$ cat config.mk
export PLATFORM = sky130hd
export DESIGN_NAME = ps2_key_decoder_flat
export DESIGN_NICKNAME = d
export VERILOG_FILES = /design/src/rtl/ps2_key_decoder_if.sv /design/src/rtl/ps2_key_decoder.sv /design/src/flat_wrapper.sv
export SDC_FILE = /design/constraint.sdc
export NUM_CORES = 1
export LEC_CHECK = 0
export CAP_MARGIN = 20
export CORE_MARGIN = 10
export CORE_UTILIZATION = 61
export CTS_BUF_LIST = sky130_fd_sc_hd__clkbuf_8
export DETAILED_ROUTE_END_ITERATION = 16
export PLACE_DENSITY = 0.82
export SETUP_SLACK_MARGIN = 0.4
export SLEW_MARGIN = 20
export SYNTH_ARGS = -nofsm -noshare
export SYNTH_HDL_FRONTEND = slang
export SYNTH_SLANG_ARGS = --single-unit
$ cat constraint.sdc
create_clock -name clk -period 3.7 [get_ports clk]
set_input_delay 0.74 -clock clk [delete_from_list [all_inputs] [get_ports clk]]
set_output_delay 0.74 -clock clk [all_outputs]
set_load 0.05 [all_outputs]
$ cat src/rtl/ps2_key_decoder_if.sv
// rtl/ps2_key_decoder_if.sv - PS/2 byte input, CPU read port and status bundle
//
// Purpose: groups every non-clock/reset signal of ps2_key_decoder.
//   master : the side that produces PS/2 bytes and reads the event FIFO
//   slave  : the decoder itself
// Signals:
//   ps2Data   [7:0]  received byte, quasi-static, PS/2 clock domain
//   ps2Update        byte-valid level, PS/2 clock domain
//   rd               pop head entry (ignored when empty)
//   clrErr           clear sticky overflow/kbdErr
//   keyCode   [7:0]  head entry scan code (first-word fall-through)
//   keyExt           head entry carried an E0 prefix
//   keyRel           head entry is a release (F0 prefix)
//   keyEmpty         FIFO empty
//   keyCount  [AW:0] entries held
//   overflow         sticky: event dropped on full FIFO
//   kbdErr           sticky: keyboard reported 00/FF
interface ps2_key_decoder_if #(
  parameter int AW = 3
);
  logic [7:0]  ps2Data;
  logic        ps2Update;
  logic        rd;
  logic        clrErr;
  logic [7:0]  keyCode;
  logic        keyExt;
  logic        keyRel;
  logic        keyEmpty;
  logic [AW:0] keyCount;
  logic        overflow;
  logic        kbdErr;

  modport master (
    output ps2Data, ps2Update, rd, clrErr,
    input  keyCode, keyExt, keyRel, keyEmpty, keyCount, overflow, kbdErr
  );

  modport slave (
    input  ps2Data, ps2Update, rd, clrErr,
    output keyCode, keyExt, keyRel, keyEmpty, keyCount, overflow, kbdErr
  );
endinterface

$ cat src/rtl/ps2_key_decoder.sv
// rtl/ps2_key_decoder.sv - PS/2 Set 2 prefix decoder with key-event FIFO
//
// Purpose: synchronises the PS/2 receiver's byte-valid level into clk,
// folds E0 / F0 / E1 prefix sequences into single key events and queues
// them in a first-word-fall-through FIFO for the CPU.
// Ports:
//   clk   system clock
//   rst   asynchronous active-low reset
//   bus   ps2_key_decoder_if.slave (byte input, FIFO read port, status)
module ps2_key_decoder #(
  parameter int DEPTH = 8,
  parameter int AW    = 3
) (
  input  logic               clk,
  input  logic               rst,
  ps2_key_decoder_if.slave   bus
);

  localparam logic [AW:0] FULL_CNT = (AW+1)'(DEPTH);

  typedef enum logic [2:0] {
    IDLE,
    PFX_E0,
    PFX_F0,
    PFX_E0F0,
    SKIP
  } state_t;

  // ---------------------------------------------------------------
  // Update strobe synchroniser. Reset to all ones so an update level
  // that is already high when reset releases never looks like an edge.
  // ---------------------------------------------------------------
  logic s1, s2, s3;
  logic byte_strobe;

  always_ff @(posedge clk or negedge rst) begin
    if (!rst) begin
      s1 <= 1'b1;
      s2 <= 1'b1;
      s3 <= 1'b1;
    end else begin
      s1 <= bus.ps2Update;
      s2 <= s1;
      s3 <= s2;
    end
  end

  assign byte_strobe = s2 & ~s3;

  // ps2Data is held by the receiver long after the update, so it is
  // used directly on the strobe cycle without its own synchroniser.
  logic [7:0] byte_in;
  assign byte_in = bus.ps2Data;

  // ---------------------------------------------------------------
  // Byte classification
  // ---------------------------------------------------------------
  logic is_err, is_house, is_fake_shift;

  assign is_err        = (byte_in == 8'h00) || (byte_in == 8'hFF);
  assign is_house      = byte_in inside {8'hFA, 8'hAA, 8'hEE, 8'hFE, 8'hFC, 8'hFD};
  assign is_fake_shift = (byte_in == 8'h12) || (byte_in == 8'h59);

  // ---------------------------------------------------------------
  // Decoder
  // ---------------------------------------------------------------
  state_t     state;
  logic [2:0] skip_cnt;
  logic       kbd_err;

  // The event must be written on the same edge the byte is consumed,
  // so the push decision is combinational from the current state.
  logic       push_req;
  logic [9:0] push_entry;

  always_comb begin
    push_req   = 1'b0;
    push_entry = {2'b00, byte_in};
    if (byte_strobe && !is_err) begin
      case (state)
        IDLE: begin
          if (!(byte_in inside {8'hE0, 8'hF0, 8'hE1}) && !is_house) begin
            push_req = 1'b1;
          end
        end
        PFX_E0: begin
          if (byte_in != 8'hF0 && !is_fake_shift) begin
            push_req   = 1'b1;
            push_entry = {2'b10, byte_in};
          end
        end
        PFX_F0: begin
          push_req   = 1'b1;
          push_entry = {2'b01, byte_in};
        end
        PFX_E0F0: begin
          if (!is_fake_shift) begin
            push_req   = 1'b1;
            push_entry = {2'b11, byte_in};
          end
        end
        SKIP: begin
          // The whole 8-byte Pause sequence collapses into one E1 event.
          if (skip_cnt == 3'd1) begin
            push_req   = 1'b1;
            push_entry = {2'b00, 8'hE1};
          end
        end
        default: begin
          push_req = 1'b0;
        end
      endcase
    end
  end

  always_ff @(posedge clk or negedge rst) begin
    if (!rst) begin
      state    <= IDLE;
      skip_cnt <= 3'd0;
      kbd_err  <= 1'b0;
    end else begin
      // Clear first so a simultaneous error byte below wins.
      if (bus.clrErr) begin
        kbd_err <= 1'b0;
      end
      if (byte_strobe) begin
        if (is_err) begin
          kbd_err <= 1'b1;
          state   <= IDLE;
        end else begin
          case (state)
            IDLE: begin
              if (byte_in == 8'hE0) begin
                state <= PFX_E0;
              end else if (byte_in == 8'hF0) begin
                state <= PFX_F0;
              end else if (byte_in == 8'hE1) begin
                state    <= SKIP;
                skip_cnt <= 3'd7;
              end
            end
            PFX_E0: begin
              state <= (byte_in == 8'hF0) ? PFX_E0F0 : IDLE;
            end
            PFX_F0, PFX_E0F0: begin
              state <= IDLE;
            end
            SKIP: begin
              skip_cnt <= skip_cnt - 3'd1;
              if (skip_cnt == 3'd1) begin
                state <= IDLE;
              end
            end
            default: begin
              state <= IDLE;
            end
          endcase
        end
      end
    end
  end

  // ---------------------------------------------------------------
  // Event FIFO, entries {ext, rel, code}
  // ---------------------------------------------------------------
  logic [9:0]    mem [DEPTH];
  logic [AW-1:0] wr_ptr, rd_ptr;
  logic [AW:0]   count;
  logic          ovf;
  logic          empty, full, pop, wr_en;

  assign empty = (count == '0);
  assign full  = (count == FULL_CNT);
  assign pop   = bus.rd & ~empty;
  // A pop in the same cycle frees the slot, so a full FIFO still accepts.
  assign wr_en = push_req & (~full | pop);

  always_ff @(posedge clk) begin
    if (wr_en) begin
      mem[wr_ptr] <= push_entry;
    end
  end

  // Pointers are AW bits wide and DEPTH is a power of two, so natural
  // overflow of the adders provides the modulo-DEPTH wrap.
  always_ff @(posedge clk or negedge rst) begin
    if (!rst) begin
      wr_ptr <= '0;
      rd_ptr <= '0;
      count  <= '0;
      ovf    <= 1'b0;
    end else begin
      if (wr_en) begin
        wr_ptr <= wr_ptr + 1'b1;
      end
      if (pop) begin
        rd_ptr <= rd_ptr + 1'b1;
      end
      case ({wr_en, pop})
        2'b10:   count <= count + 1'b1;
        2'b01:   count <= count - 1'b1;
        default: count <= count;
      endcase
      if (push_req && full && !pop) begin
        ovf <= 1'b1;
      end else if (bus.clrErr) begin
        ovf <= 1'b0;
      end
    end
  end

  assign {bus.keyExt, bus.keyRel, bus.keyCode} = mem[rd_ptr];
  assign bus.keyEmpty = empty;
  assign bus.keyCount = count;
  assign bus.overflow = ovf;
  assign bus.kbdErr   = kbd_err;

endmodule

$ cat src/flat_wrapper.sv
// flat-port wrapper written by rule: the top's interface ports become plain ports
module ps2_key_decoder_flat 
#(
  parameter int DEPTH = 8,
  parameter int AW    = 3
)
  (clk, rst, bus_ps2Data, bus_ps2Update, bus_rd, bus_clrErr, bus_keyCode, bus_keyExt, bus_keyRel, bus_keyEmpty, bus_keyCount, bus_overflow, bus_kbdErr);
  ps2_key_decoder_if #(.AW(AW)) bus_i ();
  input  logic clk;
  input  logic rst;
  input wire logic [$bits(bus_i.ps2Data)-1:0] bus_ps2Data;
  input wire logic [$bits(bus_i.ps2Update)-1:0] bus_ps2Update;
  input wire logic [$bits(bus_i.rd)-1:0] bus_rd;
  input wire logic [$bits(bus_i.clrErr)-1:0] bus_clrErr;
  output wire logic [$bits(bus_i.keyCode)-1:0] bus_keyCode;
  output wire logic [$bits(bus_i.keyExt)-1:0] bus_keyExt;
  output wire logic [$bits(bus_i.keyRel)-1:0] bus_keyRel;
  output wire logic [$bits(bus_i.keyEmpty)-1:0] bus_keyEmpty;
  output wire logic [$bits(bus_i.keyCount)-1:0] bus_keyCount;
  output wire logic [$bits(bus_i.overflow)-1:0] bus_overflow;
  output wire logic [$bits(bus_i.kbdErr)-1:0] bus_kbdErr;
  assign bus_i.ps2Data = bus_ps2Data;
  assign bus_i.ps2Update = bus_ps2Update;
  assign bus_i.rd = bus_rd;
  assign bus_i.clrErr = bus_clrErr;
  assign bus_keyCode = bus_i.keyCode;
  assign bus_keyExt = bus_i.keyExt;
  assign bus_keyRel = bus_i.keyRel;
  assign bus_keyEmpty = bus_i.keyEmpty;
  assign bus_keyCount = bus_i.keyCount;
  assign bus_overflow = bus_i.overflow;
  assign bus_kbdErr = bus_i.kbdErr;
  ps2_key_decoder #(.DEPTH(DEPTH), .AW(AW)) u_core (.clk(clk), .rst(rst), .bus(bus_i));
endmodule
==> impl_metrics.ini <==
[drt]
drc = 0
wire_per_inst_um = 19.6
wl_met2_um = 4500
dr_wl_met3_um = 415
m1WireLength_um = 3640
routed.top_layer = met4
wirelength_um = 8660
ant_nets = 0
routed-via-count = 2614
drtPass1Iterations = 4
routed_via_density = 5.91
drt_iter0_drc = 160

[power_and_ir_drop]
p_leak_nw = 1.85
internal_power_w = 0.00224
p_clk_share_pct = 17.7
p_total_w = 0.00363
switching_power_w = 0.00139
combinationalPowerShare_pct = 41.0
power_frac_seq_pct = 41.3
powerDensity_mw_per_mm2 = 690
swShare_pct = 38.3
vdd_drop_max_mv = 0.311

[final_layout]
register_area_mm2 = 0.00293
antenna_cells = 0
syn2layout_area_growth_pct = 18.4
nets = 358
drive_gt1_share_pct = 28.0
fillers = 443
multiInputGateArea_mm2 = 0.00148
fin_area_mm2 = 0.00526

[sta]
post-route-period-util_pct = 87.8
skew_ns = 0.0136
period_needed_ns = 3.25
setup_viol = 0
slew_headroom_pct = 34.8
fin_tns_setup_ns = 0
drv_slew = 0
setup_ws_ns = 0.451
fmax_ghz = 0.308
hold_violations = 0
fin_hold_ws_ns = 0.369
worst_slew_pin_slew_ns = 0.974
rsz0062_at_grt = no

[logic_synthesis]
syn_area_mm2 = 0.00444
synth_commonest_cells = 80 x edfxtp_1, 20 x mux4_2, 19 x nor2_1, 18 x dfrtp_1, 12 x mux2_2
syn_avg_cell_area_um2 = 15.9
ys_types = 49
yosysTopAreaCellShare_pct = 54.1
ys.warnings.count = 0
synth_edf_count = 80
synth_ff_type = edfxtp_1
netlist_top_cells_area = edfxtp_1 54%, dfrtp_1 10%, mux4_2 10%
mappedNetlistNets = 300
async_reset_ff_share_pct = 20.8
netlist.top_cell.by_area = edfxtp_1
synth-seq-cells = 101
seq_area_frac_synth_pct = 66.0
yosysMostFrequentCell = edfxtp_1
synthCells = 280

[setup_path]
path_class = in2reg
timing.critical_path.required_ns = 3.95
timing.rr.end = u_core.bus.keyCount[3]$_DFFE_PN0P_
reg2reg_depth = 10
cp_max_fo = 10
cp.arrival_ns = 3.50
r2r_start = u_core.bus.keyCount[2]$_DFFE_PN0P_
end_kind = flip-flop
cp-start-kind = input pin
rrSetupSlack_ns = 0.95

[die]
fp.coreArea_mm2 = 0.00718
ios = 30
fp.dieW_um = 105
fp-row-count = 31
dieArea_mm2 = 0.0111
start_util_pct = 61.9
die_h_um = 105

[run_status]
outcome = finished clean

[place]
portBuffers = 29
place_ws_ns = 0.0398
place_congestion = 0.885
hpwl_um = 5940
place_area_mm2 = 0.00501

[grt]
overflow = 0
antenna_found_initial = 0
grt_usage_pct = 16.0
grt_pass1_wl_um = 14000
first_global_vias = 2655
grt_max_degree = 23

[min_path]
whs_endpoint = u_core.s2$_DFF_PN1_
hold_path.class = reg2reg
holdCritStartpoint = u_core.s1$_DFF_PN1_
min_path_cells = 0

[run]
max_cap_violations = 0

[clock_network]
cts_inserted_buffers = 9
tritoncts = built
root_buffer = clkbuf_8
ctsHoldBuffers = 0
clk_pin_slew_worst_paths_ns = 0.10
htreeDepth = 3
cts_buffer_depth = 2
clk-insertion-delay-late_ns = 0.37
clkSinkCount = 101
[registers in the layout, summed over array words and instances, names as in the netlist]
register	count
u_core.bus.overflow	1
u_core.skip_cnt	3
u_core.s1	1
u_core.rd_ptr	3
u_core.bus.keyCount	4
u_core.s2	1
u_core.mem	80
u_core.s3	1
u_core.wr_ptr	3
u_core.bus.kbdErr	1
u_core.state	3
[how the worst max path moves through the flow]
| stage | startpoint | endpoint | slack [ns] | cells after the start |
|---|---|---|---|---|
| 6_report | bus_ps2Data[0] | u_core.bus.keyCount[3]$_DFFE_PN0P_ | 0.45 | 12 |
| 5_1_grt | bus_ps2Data[0] | u_core.bus.keyCount[3]$_DFFE_PN0P_ | 0.37 | 12 |
| 4_1_cts | bus_ps2Data[3] | u_core.bus.keyCount[3]$_DFFE_PN0P_ | 0.42 | 13 |
| 3_5_place_dp | bus_ps2Data[3] | u_core.bus.keyCount[3]$_DFFE_PN0P_ | 0.04 | 13 |
| 3_3_place_gp | bus_ps2Data[3] | u_core.bus.keyCount[3]$_DFFE_PN0P_ | 0.12 | 13 |
| 2_1_floorplan | bus_ps2Data[3] | u_core.bus.keyCount[3]$_DFFE_PN0P_ | 0.46 | 13 |
[layout make-up]
class | count | area share, %
well taps | 99 | 2.36
flip-flops and latches | 101 | 55.8
multi-input cells | 157 | 28.1
clock buffers | 9 | 2.36
inverters | 11 | 0.785
repair buffers | 58 | 9.57
clock inverters | 7 | 1.09
[through the flow]
stage | instances | util, %
floorplan | 280 | -
global placement | 422 | 69.9
detailed placement | 422 | 69.9
CTS | 438 | 72.2
global route | 442 | 73.3
finish | 442 | 73.3
[logic make-up after synthesis]
kind of cell	Yosys count	share of synthesized area, %
multiplexers	35	13.9
AO/OA/AOI/OAI	27	4.43
AND/OR/NAND/NOR	80	9.89
XOR/XNOR	8	1.58
buffers and inverters	22	2.06
flip-flops	101	66.0
adder cells (fa/ha/maj)	7	2.14
[what timing repair did]
item / CTS / global route
resized for setup: 10 / 9
buffers inserted: 0 / 4
pin swaps: 0 / 7
endpoints found under the setup margin: 10 / 1
[power groups by stage]
stage	logic [W]	clock network, W	registers [W]
floorplan	0.00107	0	0.00154
global placement	0.00152	0	0.00151
detailed placement	0.00154	0	0.00152
CTS	0.00148	0.000648	0.00149
global route	0.00161	0.000691	0.00151
finish	0.00149	0.000644	0.00150
[cell usage in the layout (no fill, tap or decap), types with 4 or more instances in the layout]
| cell | n |
|---|---|
| nor2_1 | 18 |
| edfxtp_1 | 80 |
| clkdlybuf4s50_1 | 16 |
| nand3_1 | 8 |
| o22ai_1 | 4 |
| nand4_1 | 4 |
| nor2b_1 | 6 |
| mux4_2 | 20 |
| nand2_1 | 11 |
| or2_2 | 5 |
| ha_1 | 4 |
| buf_4 | 29 |
| mux2_2 | 12 |
| clkbuf_8 | 9 |
| o21ai_0 | 9 |
| or3_1 | 4 |
| dlygate4sd2_1 | 10 |
| nor3_1 | 5 |
| xnor2_1 | 7 |
| dfrtp_1 | 18 |
| inv_1 | 11 |
| nand2b_1 | 4 |
[worst max-delay path, stage by stage]
cell and delay [ns]:
clkdlybuf4s50_1 0.58, or4_4 0.65, a32oi_4 0.29, a21oi_4 0.10, nor2_4 0.17, ha_4 0.15
a21oi_1 0.07, nor2b_2 0.14, nor2_1 0.05, a211o_2 0.30, o41a_1 0.12, xnor2_1 0.13
[routing by layer]
metal	GRT usage, %	up-vias
li1	-	1206
met1	19.7	1321
met2	27.8	73
met3	2.68	14
met4	5.78	0
met5	0	-
Power figures use the tool's default switching activity.
